File: config.mk
export PLATFORM = sky130hd
export DESIGN_NAME = signal_mux_flat
export DESIGN_NICKNAME = d
export VERILOG_FILES = /design/src/rtl/afa_pkg.sv /design/src/rtl/signal_mux_if.sv /design/src/rtl/tick_detect.sv /design/src/rtl/signal_mux.sv /design/src/flat_wrapper.sv
export SDC_FILE = /design/constraint.sdc
export NUM_CORES = 1
export LEC_CHECK = 0
export ABC_AREA = 0
export CORE_ASPECT_RATIO = 1.75
export CORE_MARGIN = 1.5
export CORE_UTILIZATION = 52
export CTS_BUF_LIST = sky130_fd_sc_hd__clkbuf_4
export CTS_CLUSTER_SIZE = 40
export DETAILED_ROUTE_END_ITERATION = 8
export GPL_ROUTABILITY_DRIVEN = 0
export GPL_TIMING_DRIVEN = 0
export PLACE_DENSITY = 0.78
export SYNTH_ARGS = -nofsm -noshare
export SYNTH_HDL_FRONTEND = slang
export SYNTH_HIERARCHICAL = 1
export SYNTH_SLANG_ARGS = --single-unit
File: constraint.sdc
create_clock -name clk -period 1.45 [get_ports clk]
set_input_delay 0.2175 -clock clk [delete_from_list [all_inputs] [get_ports clk]]
set_output_delay 0.2175 -clock clk [all_outputs]
set_load 0.01 [all_outputs]
File: src/rtl/afa_pkg.sv
// Shared definitions for the signal_mux / signal_demux pair.
// Holds the default sample width and the mux/demux FSM state encodings.
package afa_pkg;

    localparam int NB_SAMPLE_DEF = 8;

    typedef enum logic {
        IDLE   = 1'b0,
        SEND_D = 1'b1
    } mux_state_e;

endpackage

File: src/rtl/signal_mux_if.sv
// Sample/slot bus between a sample source and signal_mux.
// master: drives i_enable, i_valid, i_xn, i_dn; slave: drives o_* outputs.
interface signal_mux_if #(
    parameter int NB_SAMPLE = afa_pkg::NB_SAMPLE_DEF
);

    logic                        i_enable;
    logic                        i_valid;
    logic signed [NB_SAMPLE-1:0] i_xn;
    logic signed [NB_SAMPLE-1:0] i_dn;
    logic signed [NB_SAMPLE-1:0] o_signals;
    logic                        o_sel;
    logic                        o_strobe;
    logic                        o_busy;
    logic                        o_ovf;

    modport master (
        output i_enable, i_valid, i_xn, i_dn,
        input  o_signals, o_sel, o_strobe, o_busy, o_ovf
    );

    modport slave (
        input  i_enable, i_valid, i_xn, i_dn,
        output o_signals, o_sel, o_strobe, o_busy, o_ovf
    );

endinterface

File: src/rtl/tick_detect.sv
// Rising-edge detector for a slow level clock; one tick per high phase.
// Ports: clk, rst (async high), i_level (slow level), o_tick (comb pulse).
module tick_detect (
    input  logic clk,
    input  logic rst,
    input  logic i_level,
    output logic o_tick
);

    logic prev_q;
    // armed_q blocks a tick from a level that was already high at reset
    // release; the level must be seen low once before it can rise.
    logic armed_q;

    always_ff @(posedge clk or posedge rst) begin
        if (rst) begin
            prev_q  <= 1'b0;
            armed_q <= 1'b0;
        end else begin
            prev_q <= i_level;
            if (!i_level) begin
                armed_q <= 1'b1;
            end
        end
    end

    assign o_tick = i_level & ~prev_q & armed_q;

endmodule

File: src/rtl/signal_mux.sv
// Time-multiplexes xn/dn sample pairs onto one bus, one sample per slot tick.
// Ports: clk, rst (async high), bus (signal_mux_if.slave: slot/sample in, mux out).
module signal_mux
    import afa_pkg::*;
#(
    parameter int NB_SAMPLE = NB_SAMPLE_DEF
) (
    input  logic         clk,
    input  logic         rst,
    signal_mux_if.slave  bus
);

    typedef logic signed [NB_SAMPLE-1:0] sample_t;

    logic       tick;
    mux_state_e state_q, state_d;
    sample_t    pend_xn_q, pend_xn_d;
    sample_t    pend_dn_q, pend_dn_d;
    sample_t    fly_dn_q, fly_dn_d;
    logic       pend_q, pend_d;
    sample_t    sig_q, sig_d;
    logic       sel_q, sel_d;
    logic       strobe_q, strobe_d;
    logic       ovf_q, ovf_d;
    logic       consume;

    tick_detect u_tick (
        .clk     (clk),
        .rst     (rst),
        .i_level (bus.i_enable),
        .o_tick  (tick)
    );

    always_ff @(posedge clk or posedge rst) begin
        if (rst) begin
            state_q   <= IDLE;
            pend_xn_q <= '0;
            pend_dn_q <= '0;
            fly_dn_q  <= '0;
            pend_q    <= 1'b0;
            sig_q     <= '0;
            sel_q     <= 1'b0;
            strobe_q  <= 1'b0;
            ovf_q     <= 1'b0;
        end else begin
            state_q   <= state_d;
            pend_xn_q <= pend_xn_d;
            pend_dn_q <= pend_dn_d;
            fly_dn_q  <= fly_dn_d;
            pend_q    <= pend_d;
            sig_q     <= sig_d;
            sel_q     <= sel_d;
            strobe_q  <= strobe_d;
            ovf_q     <= ovf_d;
        end
    end

    always_comb begin
        state_d   = state_q;
        pend_xn_d = pend_xn_q;
        pend_dn_d = pend_dn_q;
        fly_dn_d  = fly_dn_q;
        pend_d    = pend_q;
        sig_d     = sig_q;
        sel_d     = sel_q;
        strobe_d  = 1'b0;
        ovf_d     = ovf_q;
        consume   = 1'b0;

        case (state_q)
            IDLE: begin
                if (tick && pend_q) begin
                    consume  = 1'b1;
                    sig_d    = pend_xn_q;
                    sel_d    = 1'b0;
                    strobe_d = 1'b1;
                    fly_dn_d = pend_dn_q;
                    pend_d   = 1'b0;
                    state_d  = SEND_D;
                end
            end
            SEND_D: begin
                if (tick) begin
                    sig_d    = fly_dn_q;
                    sel_d    = 1'b1;
                    strobe_d = 1'b1;
                    state_d  = IDLE;
                end
            end
            default: state_d = IDLE;
        endcase

        // A new pair always lands in the pending slot; it only counts as an
        // overrun when the old pair was not taken by a tick this cycle.
        if (bus.i_valid) begin
            pend_xn_d = bus.i_xn;
            pend_dn_d = bus.i_dn;
            pend_d    = 1'b1;
            if (pend_q && !consume) begin
                ovf_d = 1'b1;
            end
        end
    end

    assign bus.o_signals = sig_q;
    assign bus.o_sel     = sel_q;
    assign bus.o_strobe  = strobe_q;
    assign bus.o_busy    = (state_q == SEND_D) | pend_q;
    assign bus.o_ovf     = ovf_q;

endmodule

File: src/flat_wrapper.sv
// flat-port wrapper written by rule: the top's interface ports become plain ports
module signal_mux_flat import afa_pkg::*;
#(
    parameter int NB_SAMPLE = NB_SAMPLE_DEF
)
  (clk, rst, bus_i_enable, bus_i_valid, bus_i_xn, bus_i_dn, bus_o_signals, bus_o_sel, bus_o_strobe, bus_o_busy, bus_o_ovf);
  signal_mux_if #(.NB_SAMPLE(NB_SAMPLE)) bus_i ();
  input  logic clk;
  input  logic rst;
  input wire logic [$bits(bus_i.i_enable)-1:0] bus_i_enable;
  input wire logic [$bits(bus_i.i_valid)-1:0] bus_i_valid;
  input wire logic [$bits(bus_i.i_xn)-1:0] bus_i_xn;
  input wire logic [$bits(bus_i.i_dn)-1:0] bus_i_dn;
  output wire logic [$bits(bus_i.o_signals)-1:0] bus_o_signals;
  output wire logic [$bits(bus_i.o_sel)-1:0] bus_o_sel;
  output wire logic [$bits(bus_i.o_strobe)-1:0] bus_o_strobe;
  output wire logic [$bits(bus_i.o_busy)-1:0] bus_o_busy;
  output wire logic [$bits(bus_i.o_ovf)-1:0] bus_o_ovf;
  assign bus_i.i_enable = bus_i_enable;
  assign bus_i.i_valid = bus_i_valid;
  assign bus_i.i_xn = bus_i_xn;
  assign bus_i.i_dn = bus_i_dn;
  assign bus_o_signals = bus_i.o_signals;
  assign bus_o_sel = bus_i.o_sel;
  assign bus_o_strobe = bus_i.o_strobe;
  assign bus_o_busy = bus_i.o_busy;
  assign bus_o_ovf = bus_i.o_ovf;
  signal_mux #(.NB_SAMPLE(NB_SAMPLE)) u_core (.clk(clk), .rst(rst), .bus(bus_i));
endmodule
# After elaboration in Yosys (flattened, before gate mapping)
# Cells that the tools add are included.
[word_totals]
regBits = 39
input_bits = 20
out_inout_bits = 12
elab_cells = 41
[op_classes]
eq_ne = 3
n_mux = 14
n_bitwise = 5
reduce_logical = 8
[op_table]
columns = ["op", "n"]
rows = [
  ["$mux W8", 2],
  ["$pmux W8 S2", 1],
  ["$mux W1", 8],
  ["$reduce_and A2 Y1", 4],
  ["$pmux W1 S2", 3],
  ["$ne A2 B1 Y1 const B", 2],
  ["$and A1 B1 Y1", 2],
  ["$logic_and A1 B1 Y1", 2],
  ["$ne A2 B2 Y1 const B", 1],
  ["$not A1 Y1", 2],
  ["$reduce_bool A2 Y1", 1],
  ["$logic_not A1 Y1", 1],
  ["$or A1 B1 Y1", 1],
]

# Logic depth before layout (Yosys ltp)
[logic_depth]
word_depth = 9
ltp_mapped = 5
ltp_nobuf = 4

# By module
# The synthesis kept the hierarchy.
[by_module_without_submodules]
columns = ["module", "n_inst", "cells_per_inst", "area_each_um2", "seq_area_each_um2"]
rows = [
  ["signal_mux", 1, 106, 1465.2, 925.9],
  ["tick_detect", 1, 5, 68.8, 50.0],
]

# Worst setup path after synthesis
# Ideal clock, no wire load.
[synth_timing]
path_type = "reg-to-reg"
start = "register u_core.u_tick.armed_q"
end = "register u_core.fly_dn_q[0]"
setup_time_ps = 125
arrival_time_ps = 1116
required_ps = 1325
path_slack_ps = 209
path_stages_with_launch = 5
n_path_buf = 1
synth_period_minus_slack_ps = 1241
path_cell_list = "dfrtp_1 > and3b_1 > buf_2 > nand3_4 > mux2_2"
[synth_between]
elab_chain_cells = 3
[synth_lines]
columns = ["item", "line_no", "source"]
rows = [
  ["start: declaration", "tick_detect.sv:13", "logic armed_q;"],
  ["start signal: assignment", "tick_detect.sv:18", "armed_q <= 1'b0;"],
  ["start signal: assignment", "tick_detect.sv:22", "armed_q <= 1'b1;"],
  ["$and A1 B1 Y1", "tick_detect.sv:27", "assign o_tick = i_level & ~prev_q & armed_q;"],
  ["net u_core.tick", "signal_mux.sv:15", "logic tick;"],
  ["$logic_and A1 B1 Y1", "signal_mux.sv:72", "if (tick && pend_q) begin"],
  ["$reduce_and A2 Y1 (no source line)", "-", ""],
  ["end signal: assignment", "signal_mux.sv:49", "fly_dn_q <= fly_dn_d;"],
  ["end: declaration", "signal_mux.sv:19", "sample_t fly_dn_q, fly_dn_d;"],
]
# The timed path passes the listed nets, and every way through them passes these cells.
# A chain may end at the register's enable or synchronous reset.

# Final worst setup path
[layout_timing]
start = "register u_core.state_q"
end = "output bus_o_busy"
[layout_between]
elab_chain_cells = 1
[layout_lines]
columns = ["item", "line_no", "source"]
rows = [
  ["start: declaration", "signal_mux.sv:16", "mux_state_e state_q, state_d;"],
  ["start signal: assignment", "signal_mux.sv:46", "state_q <= state_d;"],
  ["$or A1 B1 Y1", "signal_mux.sv:108", "assign bus.o_busy = (state_q == SEND_D) | pend_q;"],
  ["end: declaration", "flat_wrapper.sv:17", "output wire logic [$bits(bus_i.o_busy)-1:0] bus_o_busy;"],
]
# Every way passes these cells.

==> results.md <==
- In this run the deepest clock path goes through 2 buffers.
- The yosys synthesis warning count is 6.
- The distinct cell type count of the synthesized netlist is 18.
- After the flow finishes, the layout carries non-filler instances totaling 177.
- The post-synthesis net count is 131.
- The number of synthesized flops with an enable pin is 0.
- The deepest level of the CTS H-tree is 2.
- Setup repair after global routing left no endpoint under its margin.
- The number of antenna violations at the first check in global routing is 0.
- The post-synthesis cell area is 0.00153 sq mm.
- Across the run, the number of max-cap violations was 0.
- The worst vdd rail ir drop is 1110 uV.
- The number of endpoints failing setup at the final stage is 0.
- Of the total synthesized cell area, the portion taken by XOR and XNOR cells is 0%.
- The most frequent cell after synthesis is dfrtp_1.
- STA classifies the critical path endpoint as an output pin.
- In this run, CTS created clock tree buffers numbering 5.
- The largest fanout of any net on the critical path is 3.
- The initial utilization of the core area, before any placement, comes to 55.7%.
- The sort of element at the start of the critical path is a flip-flop.
- For this run, the top clock speed supported by timing is 715 MHz.
- The smallest hold slack is 0.117 ns.
- The areal power density over the cells is 1380 mW/mm^2.
- The number of synthesized register bits is 39.
- Measured against its own limit, the worst slew margin works out to 48.7%.
- At the worst endpoint, the required time is 1.23 ns.
- The static leakage is 0.832 nW.
- The most frequently used flop master after synthesis is dfrtp_1.
- The final critical-path required period is 1.40 ns.
- The number of vias per cell after detailed routing is 5.88.
- The number of nets at the end of the flow is 169.
- The clock tree from TritonCTS is built.
- After detailed routing, the average wire length per cell comes to 17.0 um.
- For this design the top-level I/O count stands at 32.
- Ranked by total cell area, the synthesized netlist is headed by dfrtp_1 (64%), mux2_2 (18%), o22ai_1 (5.7%).
- Including well taps, the total number of placed cells is 168.
- The clock latency of the later-clocked register in the worst-skew pair is 0.34 ns.
- Entering global routing, the biggest net connects 38 pins.
- The complex-gate fraction of the synthesized area is 10.4%.
- In the synthesized netlist, the number of instances is 111.
- The CTS root buffer is clkbuf_4.
- After synthesis, the share of flip-flops with an asynchronous set or reset is 100%.
- The number of hold violations in the final report is 0.
- The die width is 44.1 um.
- The area added between synthesis and finish is 25.5%.
- For this run, design rule violations remaining after detail routing come to 0.
- The critical path is of the flip-flop to output pin type.
- The post-synthesis share of cell area spent on full adders, half adders and majority gates is 0%.
- The final cycle utilization of the critical path is 96.4%.
- The minimum setup slack among reg-to-reg paths is 0.07 ns.
- The floorplan step defined a die boundary enclosing 0.00330 sq mm.
- Clock-pin slew was measured on the worst setup and hold paths at 0.10 ns.
- The count of routing violations after the opening detailed-route iteration is 28.
- The routed layout has 1041 vias.
- The synthesized netlist devotes 5.14% of its cell area to simple gates.
- The number of clock sinks seen by CTS is 39.
- Across the routed clock network, the largest skew measured is 0.0100 ns.
- The top cell type by total area after synthesis is dfrtp_1.
- Port buffering added 30 buffers.
- The total overflow reported by the global router is 0.
- For this run, the total global-route usage over all layers was measured as 21.4%.
- The per-instance average area after synthesis is 13.8 sq um.
- Sorting the synthesized cells by how often they occur yields dfrtp_1 (39), mux2_2 (24), o22ai_1 (14), a21oi_1 (8), nand2_1 (5).
- The number of max-slew violations in the final report was 0.
- After clock tree synthesis, the flow added hold-fix buffers numbering 0.
- The antenna diode instance count is 0.
- In the final timing run, aggregate negative setup slack is 0 ns.
- The count of TritonRoute iterations in the first routing pass is 4.
- The number of global-route vias before repair is 1153.
- The combinational family with the most area after synthesis is multiplexers.
- Of the post-synthesis cell area, the dominant cell type holds 63.6%.
- The run finished with clean final reports.
- The routed design has 3010 um of wire.
- Measured against the total synthesized area, the mux share comes to 17.6%.
- The transition time at the pin with the least slew margin is 0.768 ns.
- The die extent in y is 74.9 um.
- Data arrives at the worst endpoint at 1.18 ns.
- For this run, the register share of the synthesized area comes to 63.6%.
- The fraction of layout cells with a size suffix above 1 is 30.7%.
- Counting cells, the worst reg-to-reg path comes to 5.
- After floorplanning, the core was divided into 25 placement rows.
- The type of the tightest min-delay check is primary input to async pin.
- The endpoint of the lowest-slack register-to-register path is u_core/bus.o_signals[2]$_DFFE_PP0P_.
- The total power is 2.67 mW.
- In this run the critical register-to-register path is launched from u_core/u_tick/prev_q$_DFF_PP0_.
- The first global-routing pass estimated 5030 um of wire.
- The layout has 218 filler cells.
- The antenna violation net count after detailed routing is 0.
- The total core area is 0.00275 sq mm.
state kept, by name, summed over array words and instances, names as in the netlist:
register,flops
u_core/u_tick/armed_q,1
u_core/pend_dn_q,8
u_core/fly_dn_q,8
u_core/bus.o_sel,1
u_core/bus.o_signals,8
u_core/u_tick/prev_q,1
u_core/pend_q,1
u_core/pend_xn_q,8
u_core/state_q,1
u_core/bus.o_strobe,1
u_core/bus.o_ovf,1
stage by stage:
| step | util [%] | area, sq um | setup WS, ns |
|---|---|---|---|
| after floorplan | - | 1530 | 0.209 |
| after global placement | 67.9 | 1870 | -0.352 |
| after detailed placement | 67.9 | 1870 | -0.430 |
| after CTS | 69.8 | 1920 | 0.0297 |
| after global routing | 70.0 | 1930 | 0.00276 |
| final | 70.0 | 1930 | 0.0518 |
power by group:
part	total, mW	internal (mW)	leakage, nW	switching, mW
clock	0.550	0.226	0.0361	0.323
sequential	1.48	1.33	0.447	0.155
combinational	0.633	0.351	0.348	0.282
total	2.67	1.90	0.832	0.760
per-layer routing:
layer	up-vias	GRT usage [%]	share of wire [%]
li1	475	-	-
met1	531	23.4	39
met2	29	37.3	55
met3	6	5.28	4.8
met4	0	11.8	1.5
met5	-	0	0
cell usage in the layout (no fill, tap or decap), drive strengths merged, types with 3 or more instances in the layout:
master,netlist,final
dfrtp,39,39
nand2,5,5
dlygate4sd2,0,10
mux2,24,24
o21ai,3,3
clkdlybuf4s50,0,18
buf,6,8
clkbuf,0,7
o22ai,14,14
a21oi,8,8
worst max path at each step:
stage / startpoint / to / depth (start not counted)
after global routing: u_core/state_q$_DFF_PP0_ / bus_o_busy / 2
after floorplan: u_core/u_tick/armed_q$_DFFE_PP0N_ / u_core/fly_dn_q[0]$_DFFE_PP0P_ / 4
after global placement: rst / u_core/pend_dn_q[7]$_DFFE_PP0P_ / 2
after CTS: u_core/bus.o_strobe$_DFF_PP0_ / bus_o_strobe / 1
after detailed placement: rst / u_core/pend_xn_q[3]$_DFFE_PP0P_ / 2
final: u_core/state_q$_DFF_PP0_ / bus_o_busy / 2
worst max-delay path: stages, from the launching register on:
cell and delay (ns):
dfrtp_1 0.41, or2_2 0.30, buf_2 0.14
layout make-up:
type	count	area, sq um	area share, %
plain buffers	6	38.8	2.01
repair buffers	31	293	15.2
clock buffers	7	52.6	2.73
inverters	3	15.0	0.780
flip-flops and latches	39	977	50.7
multi-input cells	63	510	26.5
clock inverters	1	5.00	0.260
well taps	27	33.8	1.75
repair_timing:
action                     in CTS  in global routing
hold endpoints to repair        0                  0
buffers inserted                1                  0
setup endpoints to repair      48                  6
resized for setup              16                  2
logic make-up after synthesis:
family                 after synthesis
flip-flops                          39
AO/OA/AOI/OAI                       27
multiplexers                        24
AND/OR/NAND/NOR                     12
buffers and inverters                9
(Power assumes the default switching activity.)
